## config.mk

```make
export PLATFORM = sky130hd
export DESIGN_NAME = mem_port_arbiter
export DESIGN_NICKNAME = d
export VERILOG_FILES = /design/src/rtl/mem_port_arbiter.sv
export SDC_FILE = /design/constraint.sdc
export NUM_CORES = 1
export LEC_CHECK = 0
export CAP_MARGIN = 10
export CORE_ASPECT_RATIO = 0.9
export CORE_MARGIN = 3
export CORE_UTILIZATION = 35
export DETAILED_ROUTE_END_ITERATION = 12
export HOLD_SLACK_MARGIN = 0.1
export PLACE_DENSITY = 0.75
export SYNTH_ARGS = -nofsm -noshare
export SYNTH_HDL_FRONTEND = slang
export SYNTH_SLANG_ARGS = --single-unit
```

## constraint.sdc

```tcl
create_clock -name clk_i -period 5.8 [get_ports clk_i]
set_clock_uncertainty 0.15 [all_clocks]
set_input_delay 1.74 -clock clk_i [delete_from_list [all_inputs] [get_ports clk_i]]
set_output_delay 1.74 -clock clk_i [all_outputs]
set_load 0.05 [all_outputs]
```

## src/rtl/mem_port_arbiter.sv

```systemverilog
// Arbiter for the single-ported unified memory shared by instruction fetch and
// data access. Data wins by default; a streak limit keeps fetch from starving.
module mem_port_arbiter #(
  parameter int unsigned ADDR_W        = 32,
  parameter int unsigned DATA_W        = 32,
  parameter int unsigned MAX_DM_STREAK = 4,
  parameter int unsigned TIMEOUT       = 64
) (
  input  logic              clk_i,
  input  logic              rst_i,
  input  logic              start_i,
  input  logic              if_req_i,
  input  logic [ADDR_W-1:0] if_addr_i,
  output logic              if_ack_o,
  output logic [DATA_W-1:0] if_rdata_o,
  input  logic              dm_req_i,
  input  logic              dm_we_i,
  input  logic [ADDR_W-1:0] dm_addr_i,
  input  logic [DATA_W-1:0] dm_wdata_i,
  output logic              dm_ack_o,
  output logic [DATA_W-1:0] dm_rdata_o,
  output logic              mem_req_o,
  output logic              mem_we_o,
  output logic [ADDR_W-1:0] mem_addr_o,
  output logic [DATA_W-1:0] mem_wdata_o,
  input  logic [DATA_W-1:0] mem_rdata_i,
  input  logic              mem_ack_i,
  output logic              stall_o,
  output logic              err_o
);

  localparam int unsigned CNT_W = (TIMEOUT > 2) ? $clog2(TIMEOUT) : 1;
  localparam int unsigned STK_W = $clog2(MAX_DM_STREAK + 1);

  typedef enum logic [1:0] {IDLE, GRANT_IF, GRANT_DM} state_e;

  state_e            state_q, state_d;
  logic [CNT_W-1:0]  cnt_q, cnt_d;
  logic [STK_W-1:0]  streak_q, streak_d;
  logic              if_ack_q, if_ack_d;
  logic              dm_ack_q, dm_ack_d;
  logic [DATA_W-1:0] if_rdata_q, if_rdata_d;
  logic [DATA_W-1:0] dm_rdata_q, dm_rdata_d;
  logic              mem_req_q, mem_req_d;
  logic              mem_we_q, mem_we_d;
  logic [ADDR_W-1:0] mem_addr_q, mem_addr_d;
  logic [DATA_W-1:0] mem_wdata_q, mem_wdata_d;
  logic              err_q, err_d;
  logic              done_c;
  logic              abort_c;

  // Next-state, grant latching, completion and timeout handling
  always_comb begin
    state_d     = state_q;
    cnt_d       = '0;
    streak_d    = streak_q;
    if_ack_d    = 1'b0;
    dm_ack_d    = 1'b0;
    if_rdata_d  = if_rdata_q;
    dm_rdata_d  = dm_rdata_q;
    mem_req_d   = mem_req_q;
    mem_we_d    = mem_we_q;
    mem_addr_d  = mem_addr_q;
    mem_wdata_d = mem_wdata_q;
    err_d       = err_q;
    done_c      = 1'b0;
    abort_c     = 1'b0;

    case (state_q)
      IDLE: begin
        if (start_i) begin
          if (dm_req_i && (!if_req_i || (streak_q < STK_W'(MAX_DM_STREAK)))) begin
            state_d     = GRANT_DM;
            mem_req_d   = 1'b1;
            mem_we_d    = dm_we_i;
            mem_addr_d  = dm_addr_i;
            mem_wdata_d = dm_wdata_i;
            if (!if_req_i) begin
              streak_d = '0;
            end else if (streak_q < STK_W'(MAX_DM_STREAK)) begin
              streak_d = streak_q + STK_W'(1);
            end
          end else if (if_req_i) begin
            state_d     = GRANT_IF;
            mem_req_d   = 1'b1;
            mem_we_d    = 1'b0;
            mem_addr_d  = if_addr_i;
            mem_wdata_d = '0;
            streak_d    = '0;
          end
        end
      end
      GRANT_IF, GRANT_DM: begin
        if (mem_ack_i) begin
          done_c = 1'b1;
        end else if (cnt_q == CNT_W'(TIMEOUT - 1)) begin
          done_c  = 1'b1;
          abort_c = 1'b1;
        end else begin
          cnt_d = cnt_q + CNT_W'(1);
        end
      end
      default: state_d = IDLE;
    endcase

    // Completion or abort: release memory and return data to the winner
    if (done_c) begin
      state_d   = IDLE;
      mem_req_d = 1'b0;
      err_d     = err_q | abort_c;
      if (state_q == GRANT_IF) begin
        if_ack_d   = 1'b1;
        if_rdata_d = abort_c ? '0 : mem_rdata_i;
      end else begin
        dm_ack_d = 1'b1;
        if (abort_c) begin
          dm_rdata_d = '0;
        end else if (!mem_we_q) begin
          dm_rdata_d = mem_rdata_i;
        end
      end
    end
  end

  always_ff @(posedge clk_i or posedge rst_i) begin
    if (rst_i) begin
      state_q     <= IDLE;
      cnt_q       <= '0;
      streak_q    <= '0;
      if_ack_q    <= 1'b0;
      dm_ack_q    <= 1'b0;
      if_rdata_q  <= '0;
      dm_rdata_q  <= '0;
      mem_req_q   <= 1'b0;
      mem_we_q    <= 1'b0;
      mem_addr_q  <= '0;
      mem_wdata_q <= '0;
      err_q       <= 1'b0;
    end else begin
      state_q     <= state_d;
      cnt_q       <= cnt_d;
      streak_q    <= streak_d;
      if_ack_q    <= if_ack_d;
      dm_ack_q    <= dm_ack_d;
      if_rdata_q  <= if_rdata_d;
      dm_rdata_q  <= dm_rdata_d;
      mem_req_q   <= mem_req_d;
      mem_we_q    <= mem_we_d;
      mem_addr_q  <= mem_addr_d;
      mem_wdata_q <= mem_wdata_d;
      err_q       <= err_d;
    end
  end

  assign if_ack_o    = if_ack_q;
  assign dm_ack_o    = dm_ack_q;
  assign if_rdata_o  = if_rdata_q;
  assign dm_rdata_o  = dm_rdata_q;
  assign mem_req_o   = mem_req_q;
  assign mem_we_o    = mem_we_q;
  assign mem_addr_o  = mem_addr_q;
  assign mem_wdata_o = mem_wdata_q;
  assign err_o       = err_q;

  // Pipeline stall: a request is outstanding until its ack pulse is visible
  assign stall_o = (if_req_i & ~if_ack_q) | (dm_req_i & ~dm_ack_q);

endmodule

```

==> summary.txt <==
Place
  – Dpl cell area: 0.00909 sq mm
  – IO buf count: 268
  – GPL Wtd Cong: 0.788
  – Setup WS pre-CTS: 1.03 ns
  – Placed wire-length estimate: 12.5 mm
  – Placed cell count: 1110

Floorplan
  – Die span in x: 146 um
  – Effective utilization at floorplan: 36.2%
  – Boundary Pins: 269
  – Rows: 45
  – Die area: 0.0193 sq mm
  – Core region area: 0.0171 sq mm
  – Die Y: 132 um

GRT
  – Largest net degree at the start of global routing: 90
  – GR peak layer: met2
  – Grt total ovfl: 0
  – First-pass GRT wire length: 29.0 mm
  – Met2 usage: 30.2%
  – Met1 usage: 23.6%
  – Number of global-route vias before repair: 5363
  – GRT Overall Usage: 18.6%
  – M3 GR Usage: 6.15%
  – Antenna violations before repair: 0

Clock tree
  – Clock Sinks: 144
  – Maximum root-to-sink buffer count: 2
  – Num CTS Buffers: 17
  – CTS H-Tree Depth: 4
  – Cts hold-fix bufs: 0
  – Post-CTS Setup Bufs: 0
  – Clock slew at reported path FFs: 0.06 ns
  – Clock Latency Late Sink: 0.41 ns
  – CTS tree: built
  – CTS Root Cell: clkbuf_16
  – Post_cts resized: 0

Final layout
  – Nets@finish: 1033
  – Design Area, Final: 0.00974 sq mm
  – Syn-to-layout area delta: 57.4%
  – Diodes inserted: 0
  – Share of cells above drive strength 1: 5.52%
  – Non-filler cells, final: 1141

Drt
  – Final wirelength: 18.0 mm
  – DR WL/cell: 15.8 um
  – DRC: 0
  – Avg Vias per Cell: 4.71
  – Routed via count: 5375
  – Antenna Nets Post-Route: 0
  – Number of iterations in the first detailed-routing pass: 4
  – Iteration-0 DRC count of the detailed router: 241

Synth
  – Mapped Cells: 639
  – Async SR Flop Fraction: 100%
  – Number of synthesized flops with an enable pin: 0
  – Syn avg cell area: 9.69 sq um
  – Post-synth top flop: dfrtp_1
  – Synth Register Bits: 144
  – Cell variety after synth: 35
  – Syn nets: 778
  – Synthesis Warnings: 0
  – Syn Std Cell Area: 0.00619 sq mm
  – Post-synthesis sequential area ratio: 58.2%

Critical path
  – Crit start category: input port
  – R2R depth: 6
  – WP data arrival: 2.89 ns
  – Critical Path End Type: output pin
  – Worst Path Required: 3.91 ns
  – Critical path class: input port to output pin
  – Worst Path Max Fanout: 7
  – R2r setup slk: 3.73 ns

Timing
  – Setup TNS: 0 ns
  – Crit path time final: 4.78 ns
  – Final period utilization: 82.4%
  – Rel. slew slack: 33.2%
  – Worst-margin pin slew: 0.998 ns
  – Final Max Slew Viols: 0
  – Final Hold Violating Endpoints: 0
  – # setup viols final: 0
  – RSZ-0062 raised after global routing: no
  – Setup ws final: 1.02 ns
  – Fmax: 0.209 GHz

Power and ir drop
  – Tot Pwr: 5.68 mW
  – Maximum vdd drop: 277 uV
  – Lkg Pwr: 4.41 nW
  – PD cells: 583 mW/mm^2

Job
  – Max-Cap Viols: 0

Hold path
  – WHS Path Cells: 2
  – HP Class: flop to flop

Status
  – Outcome: completed
[per-layer routing]
metal | share of wire [%] | vias up
met5 | 0 | -
met4 | 1.2 | 0
met3 | 7.9 | 20
met2 | 48 | 185
met1 | 42 | 2520
li1 | - | 2650
[kinds of logic (layout without fill, tap and decap cells)]
logic type	Yosys count	count (layout)	synth area share (%)
muxes	32	32	5.17
and+or+nand+nor	194	194	13.0
xor gates and xnor gates	3	3	0.425
AOI/OAI and AO/OA	179	179	16.4
buffers and inverters	83	350	6.02
adders and majority gates	4	4	0.809
DFF	144	144	58.2
[through the flow]
| stage | utilization (%) | hold WS, ns |
|---|---|---|
| global route | 56.9 | 0.351 |
| global placement | 53.1 | 0.300 |
| CTS | 56.9 | 0.334 |
| detailed placement | 53.1 | 0.319 |
| finish | 56.9 | 0.325 |
| floorplan | - | 0.304 |
[cells in the mapped netlist, drive strengths merged (2+ instances only)]
master,instances,area [sq um]
a21oi,4,20.0
a22oi,32,240
buf,22,139
clkbuf,21,83.8
dfrtp,144,3600
ha,4,50.1
inv,40,150
mux2i,32,320
nand2,170,638
nand2b,3,18.8
nand3,5,30.0
nor2,5,18.8
nor2b,4,25.0
o211ai,3,36.3
o21ai,134,671
o21bai,2,15.0
o22ai,2,12.5
xor2,2,17.5
[final cells by class]
cell class                      count  area (sq um)
Fill cell                        1533          7370
Sequential cell                   144          3600
Timing Repair Buffer              279          2800
Multi-Input combinational cell    412          2240
Clock buffer                       19           443
Tap cell                          235           294
Clock inverter                     12           208
Inverter                           40           155
[final timing paths]
kind	start	to
hold reg to reg	mem_wdata_o[18]	mem_wdata_o[18]
setup reg to reg	state_q[1]	if_rdata_o[11]
min in group asynchronous	rst_i	dm_rdata_o[25]
setup / recovery	if_req_i	stall_o
max in group asynchronous	rst_i	mem_wdata_o[2]
hold / removal	mem_wdata_o[18]	mem_wdata_o[18]
[power breakdown]
group          switching (mW)  internal (mW)  leakage, nW
combinational            1.93          0.941         2.38
sequential              0.220           1.38         1.71
clock                   0.431          0.777        0.318
[flip-flops by register name (all words and copies together), names as in the netlist]
register / cells
state_q: 2
mem_wdata_o: 32
if_rdata_o: 32
streak_q: 3
dm_rdata_o: 32
dm_ack_o: 1
mem_req_o: 1
mem_addr_o: 32
mem_we_o: 1
err_o: 1
if_ack_o: 1
cnt_q: 6
[placed cells by master (no fill, tap or decap)]
master	instances
a21boi_4	1
a21oi_1	4
a22oi_1	32
and3_1	1
and3b_1	1
buf_12	3
buf_4	9
bufinv_16	5
clkbuf_1	1
clkbuf_16	17
clkbuf_8	1
clkdlybuf4s50_1	267
clkinv_2	1
clkinv_4	5
dfrtp_1	144
ha_1	4
inv_1	39
inv_6	2
mux2i_1	32
nand2_1	170
nand2b_1	3
nand3_1	4
nand3_2	1
nand4bb_1	1
nor2_1	5
nor2b_1	4
nor4_4	1
nor4bb_4	1
o211ai_1	2
o211ai_4	1
o21ai_0	120
o21ai_1	14
o21bai_1	1
o21bai_2	1
o22ai_1	2
o31ai_1	1
or3_1	1
or3b_2	1
xnor2_1	1
xor2_1	2
[worst max-delay path, stage by stage]
cell and delay, ns:
clkdlybuf4s50_1 0.67, inv_1 0.08, o22ai_1 0.17, buf_4 0.22
No activity file was read; power rests on OpenSTA's default activity.
